**config.mk**
```make
export PLATFORM = sky130hd
export DESIGN_NAME = if_fetch_unit_flat
export DESIGN_NICKNAME = d
export VERILOG_FILES = /design/src/rtl/rv32_pkg.sv /design/src/rtl/if_fetch_unit_if.sv /design/src/rtl/if_skid_buffer.sv /design/src/rtl/if_fetch_unit.sv /design/src/flat_wrapper.sv
export SDC_FILE = /design/constraint.sdc
export NUM_CORES = 1
export LEC_CHECK = 0
export CORE_MARGIN = 4
export CORE_UTILIZATION = 39
export CTS_CLUSTER_DIAMETER = 150
export CTS_CLUSTER_SIZE = 40
export DETAILED_ROUTE_END_ITERATION = 7
export PLACE_DENSITY = 0.75
export RECOVER_POWER = 25
export SYNTH_ARGS = -nofsm -noshare
export SYNTH_HDL_FRONTEND = slang
export SYNTH_SLANG_ARGS = --single-unit
export TNS_END_PERCENT = 5
```
**constraint.sdc**
```tcl
create_clock -name clk -period 8.65 [get_ports clk]
set_input_delay 1.73 -clock clk [delete_from_list [all_inputs] [get_ports clk]]
set_output_delay 1.73 -clock clk [all_outputs]
set_load 0.02 [all_outputs]
```
**src/rtl/rv32_pkg.sv**
```systemverilog
// Shared RV32 core definitions.
// Contents: machine word width, the reset PC, the bubble instruction, and the
// IF/ID bundle type that both fetch and decode use.
package rv32_pkg;

  localparam int          XLEN     = 32;
  localparam logic [31:0] RESET_PC = 32'h0000_0000;
  localparam logic [31:0] NOP_INST = 32'h0000_0013;  // addi x0,x0,0

  typedef logic [XLEN-1:0] word_t;

  typedef struct packed {
    logic  valid;
    word_t pc;
    word_t pc4;
    word_t inst;
  } ifid_t;

  // An empty IF/ID slot. It is used on reset and on a flush.
  function automatic ifid_t ifid_bubble(input word_t nop);
    ifid_t b;
    b.valid = 1'b0;
    b.pc    = '0;
    b.pc4   = '0;
    b.inst  = nop;
    return b;
  endfunction

endpackage

```
**src/rtl/if_fetch_unit_if.sv**
```systemverilog
// Bundle between the fetch stage, the instruction memory port, and decode.
//   imem_req/imem_addr   fetch request and word-aligned address (fetch -> mem)
//   imem_ready           grant; a request is taken when req && ready
//   imem_rdata           data, valid exactly one cycle after the grant
//   id_valid/pc/pc4/inst IF/ID pipeline register contents (fetch -> decode)
interface if_fetch_unit_if;
  import rv32_pkg::*;

  logic  imem_req;
  word_t imem_addr;
  logic  imem_ready;
  word_t imem_rdata;
  logic  id_valid;
  word_t id_pc;
  word_t id_pc4;
  word_t id_inst;

  modport master (
    output imem_req, imem_addr,
    input  imem_ready, imem_rdata,
    output id_valid, id_pc, id_pc4, id_inst
  );

  modport slave (
    input  imem_req, imem_addr,
    output imem_ready, imem_rdata,
    input  id_valid, id_pc, id_pc4, id_inst
  );
endinterface

```
**src/rtl/if_skid_buffer.sv**
```systemverilog
// One-entry holding register for a fetch response that arrives while decode
// is stalled.
//   clk, rst   core clock, synchronous active-high reset
//   clear_i    drop the contents (flush); this wins over load/drain
//   load_i     capture inst_i/pc_i and mark full
//   drain_i    contents consumed this cycle; mark empty
//   full_o     holds a valid entry
//   inst_o     held instruction word
//   pc_o       PC of the held instruction
module if_skid_buffer
  import rv32_pkg::*;
(
  input  logic  clk,
  input  logic  rst,
  input  logic  clear_i,
  input  logic  load_i,
  input  logic  drain_i,
  input  word_t inst_i,
  input  word_t pc_i,
  output logic  full_o,
  output word_t inst_o,
  output word_t pc_o
);

  logic  full_q, full_d;
  word_t inst_q, inst_d;
  word_t pc_q, pc_d;

  always_comb begin
    full_d = full_q;
    inst_d = inst_q;
    pc_d   = pc_q;
    if (clear_i) begin
      full_d = 1'b0;
    end else if (load_i) begin
      full_d = 1'b1;
      inst_d = inst_i;
      pc_d   = pc_i;
    end else if (drain_i) begin
      full_d = 1'b0;
    end
  end

  always_ff @(posedge clk) begin
    if (rst) begin
      full_q <= 1'b0;
      inst_q <= '0;
      pc_q   <= '0;
    end else begin
      full_q <= full_d;
      inst_q <= inst_d;
      pc_q   <= pc_d;
    end
  end

  assign full_o = full_q;
  assign inst_o = inst_q;
  assign pc_o   = pc_q;

endmodule

```
**src/rtl/if_fetch_unit.sv**
```systemverilog
// RV32 instruction-fetch stage. It owns the fetch PC and keeps at most one
// request outstanding to instruction memory. It fills the IF/ID register and
// handles decode stalls, EX redirects with flush, and grant back-pressure. A
// response that lands while decode is stalled is parked in a 1-entry skid.
//   clk, rst           core clock, synchronous active-high reset
//   stall_i            hold IF/ID and the fetch PC
//   redirect_valid_i   taken branch/jump; flushes IF/ID (overrides stall)
//   redirect_target_i  new PC, low two bits ignored
//   bus                imem request/response and IF/ID outputs
module if_fetch_unit #(
  parameter logic [31:0] RESET_PC = rv32_pkg::RESET_PC,
  parameter logic [31:0] NOP_INST = rv32_pkg::NOP_INST
) (
  input  logic                   clk,
  input  logic                   rst,
  input  logic                   stall_i,
  input  logic                   redirect_valid_i,
  input  logic [31:0]            redirect_target_i,
  if_fetch_unit_if.master        bus
);
  import rv32_pkg::*;

  word_t fetch_pc_q, fetch_pc_d;
  word_t pend_pc_q, pend_pc_d;
  logic  pend_q, pend_d;
  logic  pend_discard_q, pend_discard_d;
  ifid_t id_q, id_d;

  logic  skid_full, skid_load, skid_drain;
  word_t skid_inst, skid_pc;

  logic  resp_vld, resp_used, req, accept;
  word_t tgt, addr;

  // Memory answers exactly one cycle after the grant, so pend_q also means
  // "the response is on imem_rdata right now".
  always_comb begin
    tgt       = {redirect_target_i[31:2], 2'b00};
    resp_vld  = pend_q && !pend_discard_q;
    resp_used = resp_vld && !stall_i;
    req       = !rst && !skid_full && (!pend_q || resp_used || redirect_valid_i);
    addr      = redirect_valid_i ? tgt : fetch_pc_q;
    accept    = req && bus.imem_ready;
  end

  // A response goes to the skid only when decode cannot take it. It drains
  // ahead of any new response. No new response can exist while the skid is
  // full, because requests are blocked then.
  assign skid_load  = resp_vld && stall_i;
  assign skid_drain = skid_full && !stall_i;

  always_comb begin
    fetch_pc_d     = fetch_pc_q;
    pend_d         = accept;
    pend_pc_d      = pend_pc_q;
    pend_discard_d = pend_discard_q;
    id_d           = id_q;

    if (accept) begin
      pend_pc_d      = addr;
      fetch_pc_d     = addr + 32'd4;   // wraps FFFF_FFFC -> 0
      pend_discard_d = 1'b0;
    end else if (redirect_valid_i) begin
      // The target was not granted. Retry it from fetch_pc next cycle, and
      // keep any older request from ever being consumed.
      fetch_pc_d     = tgt;
      pend_discard_d = 1'b1;
    end

    if (redirect_valid_i) begin
      id_d = ifid_bubble(NOP_INST);
    end else if (stall_i) begin
      id_d = id_q;
    end else if (skid_full) begin
      id_d = '{valid: 1'b1, pc: skid_pc, pc4: skid_pc + 32'd4, inst: skid_inst};
    end else if (resp_vld) begin
      id_d = '{valid: 1'b1, pc: pend_pc_q, pc4: pend_pc_q + 32'd4, inst: bus.imem_rdata};
    end else begin
      id_d.valid = 1'b0;               // nothing arrived: bubble
    end
  end

  always_ff @(posedge clk) begin
    if (rst) begin
      fetch_pc_q     <= RESET_PC;
      pend_q         <= 1'b0;
      pend_pc_q      <= '0;
      pend_discard_q <= 1'b0;
      id_q           <= ifid_bubble(NOP_INST);
    end else begin
      fetch_pc_q     <= fetch_pc_d;
      pend_q         <= pend_d;
      pend_pc_q      <= pend_pc_d;
      pend_discard_q <= pend_discard_d;
      id_q           <= id_d;
    end
  end

  if_skid_buffer u_skid (
    .clk     (clk),
    .rst     (rst),
    .clear_i (redirect_valid_i),
    .load_i  (skid_load),
    .drain_i (skid_drain),
    .inst_i  (bus.imem_rdata),
    .pc_i    (pend_pc_q),
    .full_o  (skid_full),
    .inst_o  (skid_inst),
    .pc_o    (skid_pc)
  );

  assign bus.imem_req  = req;
  assign bus.imem_addr = addr;
  assign bus.id_valid  = id_q.valid;
  assign bus.id_pc     = id_q.pc;
  assign bus.id_pc4    = id_q.pc4;
  assign bus.id_inst   = id_q.inst;

endmodule

```
**src/flat_wrapper.sv**
```systemverilog
// flat-port wrapper written by rule: the top's interface ports become plain ports
module if_fetch_unit_flat import rv32_pkg::*;
#(
  parameter logic [31:0] RESET_PC = rv32_pkg::RESET_PC,
  parameter logic [31:0] NOP_INST = rv32_pkg::NOP_INST
)
  (clk, rst, stall_i, redirect_valid_i, redirect_target_i, bus_imem_req, bus_imem_addr, bus_imem_ready, bus_imem_rdata, bus_id_valid, bus_id_pc, bus_id_pc4, bus_id_inst);
  if_fetch_unit_if bus_i ();
  input  logic clk;
  input  logic rst;
  input  logic stall_i;
  input  logic redirect_valid_i;
  input  logic [31:0] redirect_target_i;
  output wire logic [$bits(bus_i.imem_req)-1:0] bus_imem_req;
  output wire logic [$bits(bus_i.imem_addr)-1:0] bus_imem_addr;
  input wire logic [$bits(bus_i.imem_ready)-1:0] bus_imem_ready;
  input wire logic [$bits(bus_i.imem_rdata)-1:0] bus_imem_rdata;
  output wire logic [$bits(bus_i.id_valid)-1:0] bus_id_valid;
  output wire logic [$bits(bus_i.id_pc)-1:0] bus_id_pc;
  output wire logic [$bits(bus_i.id_pc4)-1:0] bus_id_pc4;
  output wire logic [$bits(bus_i.id_inst)-1:0] bus_id_inst;
  assign bus_imem_req = bus_i.imem_req;
  assign bus_imem_addr = bus_i.imem_addr;
  assign bus_i.imem_ready = bus_imem_ready;
  assign bus_i.imem_rdata = bus_imem_rdata;
  assign bus_id_valid = bus_i.id_valid;
  assign bus_id_pc = bus_i.id_pc;
  assign bus_id_pc4 = bus_i.id_pc4;
  assign bus_id_inst = bus_i.id_inst;
  if_fetch_unit #(.RESET_PC(RESET_PC), .NOP_INST(NOP_INST)) u_core (.clk(clk), .rst(rst), .stall_i(stall_i), .redirect_valid_i(redirect_valid_i), .redirect_target_i(redirect_target_i), .bus(bus_i));
endmodule
```
==> qor.yml, run 1 <==
run_status:
  status: "complete, but fails checks"
  violations: "max-capacitance violations, max-slew violations"
timing:
  hold_ws_ns: 0.458
  max_freq_mhz: 151
  finalCriticalPeriod_ns: 6.61
  slew_viol_final: 140
  setup_tns_ns: 0
  slew_headroom_pct: -181
  tightest_slew_ns: 4.21
  hold_viol: 0
  final_critical_path_setup_slack_ns: 2.04
  report.final.setup_viol: 0
  rsz0062_at_grt: "false"
  clock_skew_ns: 0.0172
  finalCritPeriodShare_pct: 76.5
setup_path:
  critical_path_class: "input port to flop"
  cp-start-kind: "input port"
  cp_data_required_time_ns: 9.04
  worst_ep_arrival_time_ns: 7.01
  endpoint_kind: "flop"
  critical_path.max_fanout: 96
synthesis:
  seq_area_frac_synth_pct: 43.5
  syn_inst: 1228
  synth.most_common_cell: "dfxtp_1"
  yosys.area.top_type: "dfxtp_1"
  synth.area.top_cells: "dfxtp_1 (44%), mux2i_1 (8.4%), nand2_1 (6.6%)"
  synth.distinct_cells: 71
  yosysWarnings: 0
  synth-edff-count: 0
  synth_ff_type: "dfxtp_1"
  postSynthAreaPerCell_um2: 8.47
  ys_ff_latch: 226
  postSynth.asyncResetShare_pct: 0
  yosysTopAreaCellShare_pct: 43.5
  synth_area_mm2: 0.0104
  synth_nets: 1299
  synth_top_cells_by_count: "dfxtp_1 (226), nand2_1 (184), nor2_1 (101)"
floorplanning:
  die_x_um: 171
  ioPinCount: 199
  start_util_pct: 39.8
  core_mm2: 0.0261
  die-area_mm2: 0.0293
  die_h_um: 171
  rows: 59
cts:
  cts-root-buf: "clkbuf_16"
  clk_pin_slew_ns: 0.15
  cts_made_buffers: 9
  insertion_delay_ns: 0.48
  cts_tree: "done"
  htreeDepth: 1
  cts_buffer_depth: 3
  cts_setup_buffers: 0
  cts.sinks: 226
  ctsResizeCount: 0
  hold_buffers: 0
final_layout:
  fillerInstances: 2483
  num_antenna_cells: 0
  layout.nets: 1422
  drive_above_1_share_pct: 4.07
  areaGrowthSynthToFinish_pct: 21.7
route:
  drc: 0
  routed_wl_um: 27700
  drt-pass1-iter-count: 6
  via_per_inst: 5.43
  num_vias: 9159
  drt_iter0_drc: 723
  ant_nets: 0
  drt-wirelength-per-cell_um: 16.5
min_path:
  hold_path_class: "flop to flop"
global_routing:
  antenna_found_initial: 0
  track_usage_pct: 18.2
  overflow: 0
  grt_max_degree: 97
  grt_pass1_vias: 8448
  grt_pass1_wl_um: 44400
place:
  finalWeightedCongestion: 0.829
  dp_hpwl_um: 19400
  dp_slack_ns: 3.02
  port_buffers: 196
flow_run:
  drv_cap: 2
power_and_ir_drop:
  leakagePower_nw: 4.55
  power_density_mw_per_mm2: 149
  vdd_ir_drop_max_mv: 0.117
==> report_power, final <==
| group | switching (mW) | internal [mW] | leakage, nW |
|---|---|---|---|
| clock | 0.326 | 0.197 | 0.119 |
| sequential | 0.0262 | 1.07 | 1.84 |
| combinational | 0.157 | 0.109 | 2.60 |
| total | 0.508 | 1.38 | 4.55 |
==> registers in the layout, summed over array words and instances, names as in the netlist <==
| signal | count |
|---|---|
| u_core.u_skid.inst_o | 32 |
| u_core.pend_pc_q | 32 |
| u_core.u_skid.full_o | 1 |
| u_core.bus.id_pc | 30 |
| u_core.bus.id_pc4 | 32 |
| u_core.fetch_pc_q | 32 |
| u_core.pend_discard_q | 1 |
| u_core.pend_q | 1 |
| u_core.bus.id_valid | 1 |
| u_core.u_skid.pc_o | 32 |
| u_core.bus.id_inst | 32 |
==> cells in the final DEF, fill, tap and decap left out, drive strengths merged, types with 3 or more instances in the layout <==
cell type	n
inv	36
or3	7
and3	8
clkdlybuf4s50	109
o31ai	4
buf	11
dlygate4sd3	85
a31o	4
a21oi	96
nand4b	5
or4	4
mux2	14
a211oi	56
dfxtp	226
nor3b	4
a31oi	4
nor2	101
nor4	13
nor3	27
mux2i	87
xnor2	14
o21ai	46
and2	3
a21o	5
nor2b	3
o211ai	6
nand3	65
nand3b	43
o2111ai	3
nand2	184
o22ai	3
nand2b	5
nand4	23
clkbuf	12
a22oi	9
==> path summary, 6_finish.rpt <==
check | end | slack, ns | cells after the start | startpoint
worst min register to register | u_core.bus.id_pc4[8] | 0.46 | 2 | u_core.bus.id_pc4[8]
worst max-delay path | u_core.bus.id_pc4[27] | 2.04 | 7 | rst
worst max register to register | u_core.bus.id_pc4[26] | 4.88 | 9 | u_core.u_skid.full_o
worst min-delay path | u_core.bus.id_pc4[8] | 0.46 | 2 | u_core.bus.id_pc4[8]
==> critical path: stages <==
cell	delay, ns
clkbuf_1	1.18
clkbuf_1	3.03
nor2_2	0.02
buf_4	0.44
and3_1	0.22
a32oi_1	0.17
nand3_1	0.09
==> routing by layer <==
layer / up-vias / GRT usage, % / part of all wire, %
met2: 289 / 27.9 / 43
met4: 0 / 2.96 / 1.2
li1: 4582 / - / -
met3: 24 / 3.13 / 6.5
met1: 4264 / 27.2 / 50
met5: - / 0 / 0
==> area by class of cell <==
class | instances | area [um2] | share of cell area, %
clock buffer | 10 | 229 | 1.81
tap | 335 | 419 | 3.31
inverter | 35 | 131 | 1.04
sequential | 226 | 4530 | 35.8
clock inverter | 1 | 16.3 | 0.129
multi-input combinational | 872 | 5300 | 41.9
timing repair buffer | 207 | 2030 | 16.0
==> kinds of logic after synthesis <==
kind of cell               after synthesis  synth area share (%)
adders and majority gates                2                 0.241
DFF                                    226                  43.5
AOI/OAI and AO/OA                      251                  15.6
and+or+nand+nor                        503                  23.8
xor gates and xnor gates                15                  1.26
buffers and inverters                  130                  5.70
muxes                                  101                  9.89
==> metrics by stage <==
| step | cell area (um2) | power (mW) | instances | utilization, % |
|---|---|---|---|---|
| finish | 12700 | 1.89 | 1686 | 48.4 |
| global route | 12700 | 1.97 | 1686 | 48.4 |
| CTS | 12700 | 1.91 | 1686 | 48.4 |
| detailed placement | 12400 | 1.39 | 1675 | 47.5 |
| global placement | 12400 | 1.38 | 1675 | 47.5 |
| floorplan | 10400 | 1.28 | 1228 | - |
Note: power is estimated with default switching activity, not from simulation.
==> run 2, diff against run 1 <==
==> constraint.sdc (replaced) <==
create_clock -name clk -period 6.6 [get_ports clk]
set_input_delay 1.32 -clock clk [delete_from_list [all_inputs] [get_ports clk]]
set_output_delay 1.32 -clock clk [all_outputs]
set_load 0.02 [all_outputs]
==> run 2 against run 1 <==
The run still ends with max-capacitance violations, max-slew violations left. First-iteration DRC count rose by 21%. Clock skew rose by 0.0096 ns. Register-to-register slack got worse by 1.8 ns. Combinational power rose by 31%. Clock power rose by 31%. Total power rose by 31%. Critical path type is now input port to output pin.
==> qor.yml, run 2 (synthesized netlist as in run 1, its figures left out) <==
final_layout:
  layout.nets: 1422
  areaGrowthSynthToFinish_pct: 21.8
  final_common_cell: "dfxtp_1"
  final_area_mm2: 0.0127
  fin_util_pct: 48.5
  layoutNonFillerInstCount: 1686
  drive_above_1_share_pct: 4.07
  final_cell_mix: "dfxtp_1 (225), nand2_1 (184), clkdlybuf4s50_1 (128)"
  num_antenna_cells: 0
min_path:
  hold_path_class: "flop to flop"
  min_from: "u_core.bus.id_pc4[7]"
run_status:
  status: "complete, but fails checks"
  violations: "max-capacitance violations, max-slew violations"
timing:
  finalCriticalPeriod_ns: 4.90
  finalCritPeriodShare_pct: 74.2
  clock_skew_ns: 0.0268
  hold_ws_ns: 0.461
  rsz0062_at_grt: "false"
  report.final.setup_viol: 0
  max_freq_mhz: 204
  hold_viol: 0
  setup_tns_ns: 0
  slew_viol_final: 153
  slew_headroom_pct: -156
  final_critical_path_setup_slack_ns: 1.70
  tightest_slew_ns: 3.85
place:
  dp_hpwl_um: 19400
  port_buffers: 196
  placed_cells: 1675
  finalWeightedCongestion: 0.832
  dpl-instance-area_mm2: 0.0124
  dp_slack_ns: 1.74
setup_path:
  critical_path_class: "input port to output pin"
  critical_path.max_fanout: 37
  r2r_start: "u_core.u_skid.full_o"
  critPathLaunch: "redirect_valid_i"
  cp_data_required_time_ns: 5.28
  worst_ep_arrival_time_ns: 3.58
  cp-start-kind: "input port"
  endpoint_kind: "output pin"
cts:
  insertion_delay_ns: 0.49
  cts_made_buffers: 9
  clk_pin_slew_ns: 0.14
  cts_buffer_depth: 3
  htreeDepth: 1
  cts-root-buf: "clkbuf_16"
  cts_tree: "done"
  cts.sinks: 226
  ctsResizeCount: 0
  hold_buffers: 0
  cts_setup_buffers: 0
power_and_ir_drop:
  power_density_mw_per_mm2: 196
  vdd_ir_drop_max_mv: 0.155
  leakagePower_nw: 4.49
  power.total_mw: 2.48
route:
  drt-pass1-iter-count: 5
  drc: 0
  via_per_inst: 5.42
  drt_iter0_drc: 873
  drt-wirelength-per-cell_um: 16.4
  num_vias: 9146
  routed_wl_um: 27700
  ant_nets: 0
floorplanning:
  core_mm2: 0.0261
  die_x_um: 171
  die_h_um: 171
  die-area_mm2: 0.0293
  rows: 59
  ioPinCount: 199
  start_util_pct: 39.8
global_routing:
  grt_pass1_wl_um: 43800
  antenna_found_initial: 0
  grt_max_degree: 88
  grt_pass1_vias: 8234
  overflow: 0
  track_usage_pct: 17.9
flow_run:
  drv_cap: 2
-- run 2: cell count changes in the layout (fill, tap and decap cells not counted) --
cell / change
clkdlybuf4s50_1: +19
dlygate4sd3_1: -19
buf_12: +1
buf_4: -1
-- run 2: worst paths after layout --
path,end,slack [ns],cells after the start
max,bus_imem_addr[20],1.70,5
min,u_core.bus.id_pc4[7],0.46,2
max reg2reg,u_core.bus.id_pc4[26],3.12,6
min reg2reg,u_core.bus.id_pc4[7],0.46,2
-- run 2: layout make-up --
cell class                      count  area, um2
Timing Repair Buffer              207       2040
Clock buffer                       10        229
Clock inverter                      1       16.3
Multi-Input combinational cell    872       5300
Inverter                           35        131
Tap cell                          335        419
Sequential cell                   226       4530
Fill cell                        2506      13500
-- run 2: report_power, final --
part           internal, mW  leakage [nW]  switching (mW)
registers              1.40          1.84          0.0354
clock network         0.258         0.119           0.429
logic                 0.145          2.54           0.204
total                  1.81          4.49           0.669
-- run 2: critical path, stage by stage --
cell and delay (ns):
buf_2 0.60, buf_4 0.44, mux2i_1 0.49, inv_1 0.13, clkdlybuf4s50_1 0.57
-- run 2: per-layer routing --
layer	vias up	GRT usage, %	part of all wire [%]
li1	4574	-	-
met2	285	26.3	42
met1	4262	28.0	50
met3	25	2.41	6.1
met4	0	3.41	1.5
met5	-	0	0
==> run 3, diff against run 2 <==
--- a/config.mk
+++ b/config.mk
@@ -10,7 +10,7 @@
 export CTS_CLUSTER_DIAMETER = 150
 export CTS_CLUSTER_SIZE = 40
 export DETAILED_ROUTE_END_ITERATION = 7
-export PLACE_DENSITY = 0.75
+export PLACE_DENSITY = 0.77
 export RECOVER_POWER = 25
 export SYNTH_ARGS = -nofsm -noshare
 export SYNTH_HDL_FRONTEND = slang
==> constraint.sdc (replaced) <==
create_clock -name clk -period 4.5 [get_ports clk]
set_input_delay 0.9 -clock clk [delete_from_list [all_inputs] [get_ports clk]]
set_output_delay 0.9 -clock clk [all_outputs]
set_load 0.02 [all_outputs]
==> run 3 against run 2 <==
Clock power increased by 46%. Flip-flop and latch count unchanged. Global-route usage increased by 0.16 points. Count of clock-buffer cells in the layout unchanged. Cell area increased by 0.16%. Worst setup slack got worse by 1.1 ns. Critical path type unchanged. Register-to-register slack got worse by 2.0 ns. The flow still finishes with violations (max-capacitance violations, max-slew violations). Total power increased by 46%. Via count increased by 2.1%. Sequential share of layout area decreased by 0.057 points. Utilization increased by 0.077 points. Wire length increased by 0.60%.
==> qor.yml, run 3 (synthesized netlist as in run 1, its figures left out) <==
run_status:
  status: "complete, but fails checks"
  violations: "max-capacitance violations, max-slew violations"
final_layout:
  layout.nets: 1425
  areaGrowthSynthToFinish_pct: 22.0
  num_antenna_cells: 0
  final_common_cell: "dfxtp_1"
  final_area_mm2: 0.0127
  drive_above_1_share_pct: 4.14
  final_cell_mix: "dfxtp_1 (225), nand2_1 (184), clkdlybuf4s50_1 (134)"
  layoutNonFillerInstCount: 1689
cts:
  cts.sinks: 226
  ctsResizeCount: 0
  cts_setup_buffers: 0
  cts-root-buf: "clkbuf_16"
  cts_tree: "done"
  hold_buffers: 0
  insertion_delay_ns: 0.48
  clk_pin_slew_ns: 0.14
  cts_buffer_depth: 3
  cts_made_buffers: 9
  htreeDepth: 1
place:
  dpl-instance-area_mm2: 0.0124
  port_buffers: 196
  placed_cells: 1678
  finalWeightedCongestion: 0.822
  dp_hpwl_um: 19900
timing:
  hold_ws_ns: 0.462
  rsz0062_at_grt: "false"
  slew_headroom_pct: -32.7
  report.final.setup_viol: 0
  slew_viol_final: 58
  setup_tns_ns: 0
  max_freq_mhz: 254
  finalCritPeriodShare_pct: 87.5
  clock_skew_ns: 0.0205
  tightest_slew_ns: 1.99
  hold_viol: 0
  finalCriticalPeriod_ns: 3.94
power_and_ir_drop:
  seqPwrFrac_pct: 58.3
  power_density_mw_per_mm2: 286
  leakagePower_nw: 4.48
  vdd_ir_drop_max_mv: 0.225
  power.total_mw: 3.63
  netSwitchingPower_mw: 0.974
  swShare_pct: 26.9
  internal_power_mw: 2.65
  comb_power_share_pct: 14.1
  pwr-share-clk_pct: 27.6
setup_path:
  cp-start-kind: "input port"
  worst_ep_arrival_time_ns: 3.04
  r2r_setup_slack_ns: 1.10
  endpoint_kind: "output pin"
  critical_path_class: "input port to output pin"
  cp_data_required_time_ns: 3.60
  rr_worst_depth: 6
  r2r-end: "u_core.bus.id_pc4[29]"
  r2r_start: "u_core.u_skid.full_o"
  critical_path.max_fanout: 33
route:
  via_per_inst: 5.53
  drc: 0
  ant_nets: 0
  drt_iter0_drc: 768
  num_vias: 9339
  routed_wl_um: 27800
  drt-pass1-iter-count: 5
  drt-wirelength-per-cell_um: 16.5
floorplanning:
  rows: 59
  die_x_um: 171
  ioPinCount: 199
  start_util_pct: 39.8
  core_mm2: 0.0261
  die_h_um: 171
  die-area_mm2: 0.0293
min_path:
  whs_endpoint: "u_core.u_skid.inst_o[11]"
  hold_depth: 2
  hold_path_class: "flop to flop"
  min_from: "u_core.u_skid.inst_o[11]"
global_routing:
  track_usage_pct: 18.0
  grt_max_degree: 92
  grt_pass1_wl_um: 44100
  grt_pass1_vias: 8571
  overflow: 0
  antenna_found_initial: 0
flow_run:
  drv_cap: 1
## run 3: cell count changes in the layout (fill, tap and decap cells not counted)
cell / delta
inv_2: -1
nor2_2: -1
clkdlybuf4s50_1: +6
nor2_1: +1
dlygate4sd3_1: -6
inv_1: +1
buf_4: +3
## run 3: power groups by stage
stage	logic (mW)	registers, mW	clock network (mW)
CTS	0.516	2.11	1.04
global route	0.560	2.12	1.10
detailed placement	0.513	2.16	0
floorplan	0.296	2.15	0
finish	0.510	2.11	1.00
global placement	0.507	2.16	0
## run 3: routing by layer
metal	vias up	part of all wire, %	track usage, %
met5	-	0	0
met4	0	2.3	4.51
met3	36	7.8	2.80
met2	354	42	27.0
met1	4367	48	27.2
li1	4582	-	-
## run 3: metrics by stage
step	utilization (%)	setup WS [ns]
6_report	48.5	0.561
5_1_grt	48.5	0.370
4_1_cts	48.6	0.703
3_5_place_dp	47.6	0.709
3_3_place_gp	47.6	0.722
2_1_floorplan	-	1.50
## run 3: worst max path at each step
stage	startpoint	end	slack, ns	cells after the start
global route	redirect_valid_i	bus_imem_addr[17]	0.37	5
floorplan	redirect_valid_i	bus_imem_addr[11]	1.50	6
finish	redirect_valid_i	bus_imem_addr[16]	0.56	5
global placement	redirect_valid_i	bus_imem_addr[25]	0.72	5
CTS	redirect_valid_i	bus_imem_addr[25]	0.70	5
detailed placement	redirect_valid_i	bus_imem_addr[25]	0.71	5
## run 3: final cells by class
type / instances / area, um2
multi-input cells: 872 / 5300
clock inverters: 1 / 16.3
fillers: 2496 / 13400
flip-flops and latches: 226 / 4530
inverters: 35 / 131
well taps: 335 / 419
repair buffers: 210 / 2060
clock buffers: 10 / 229
## run 3: critical path, cell delays in order
cell and delay, ns:
buf_2 0.53, clkbuf_1 0.50, mux2i_1 0.42, inv_2 0.11, clkdlybuf4s50_1 0.57
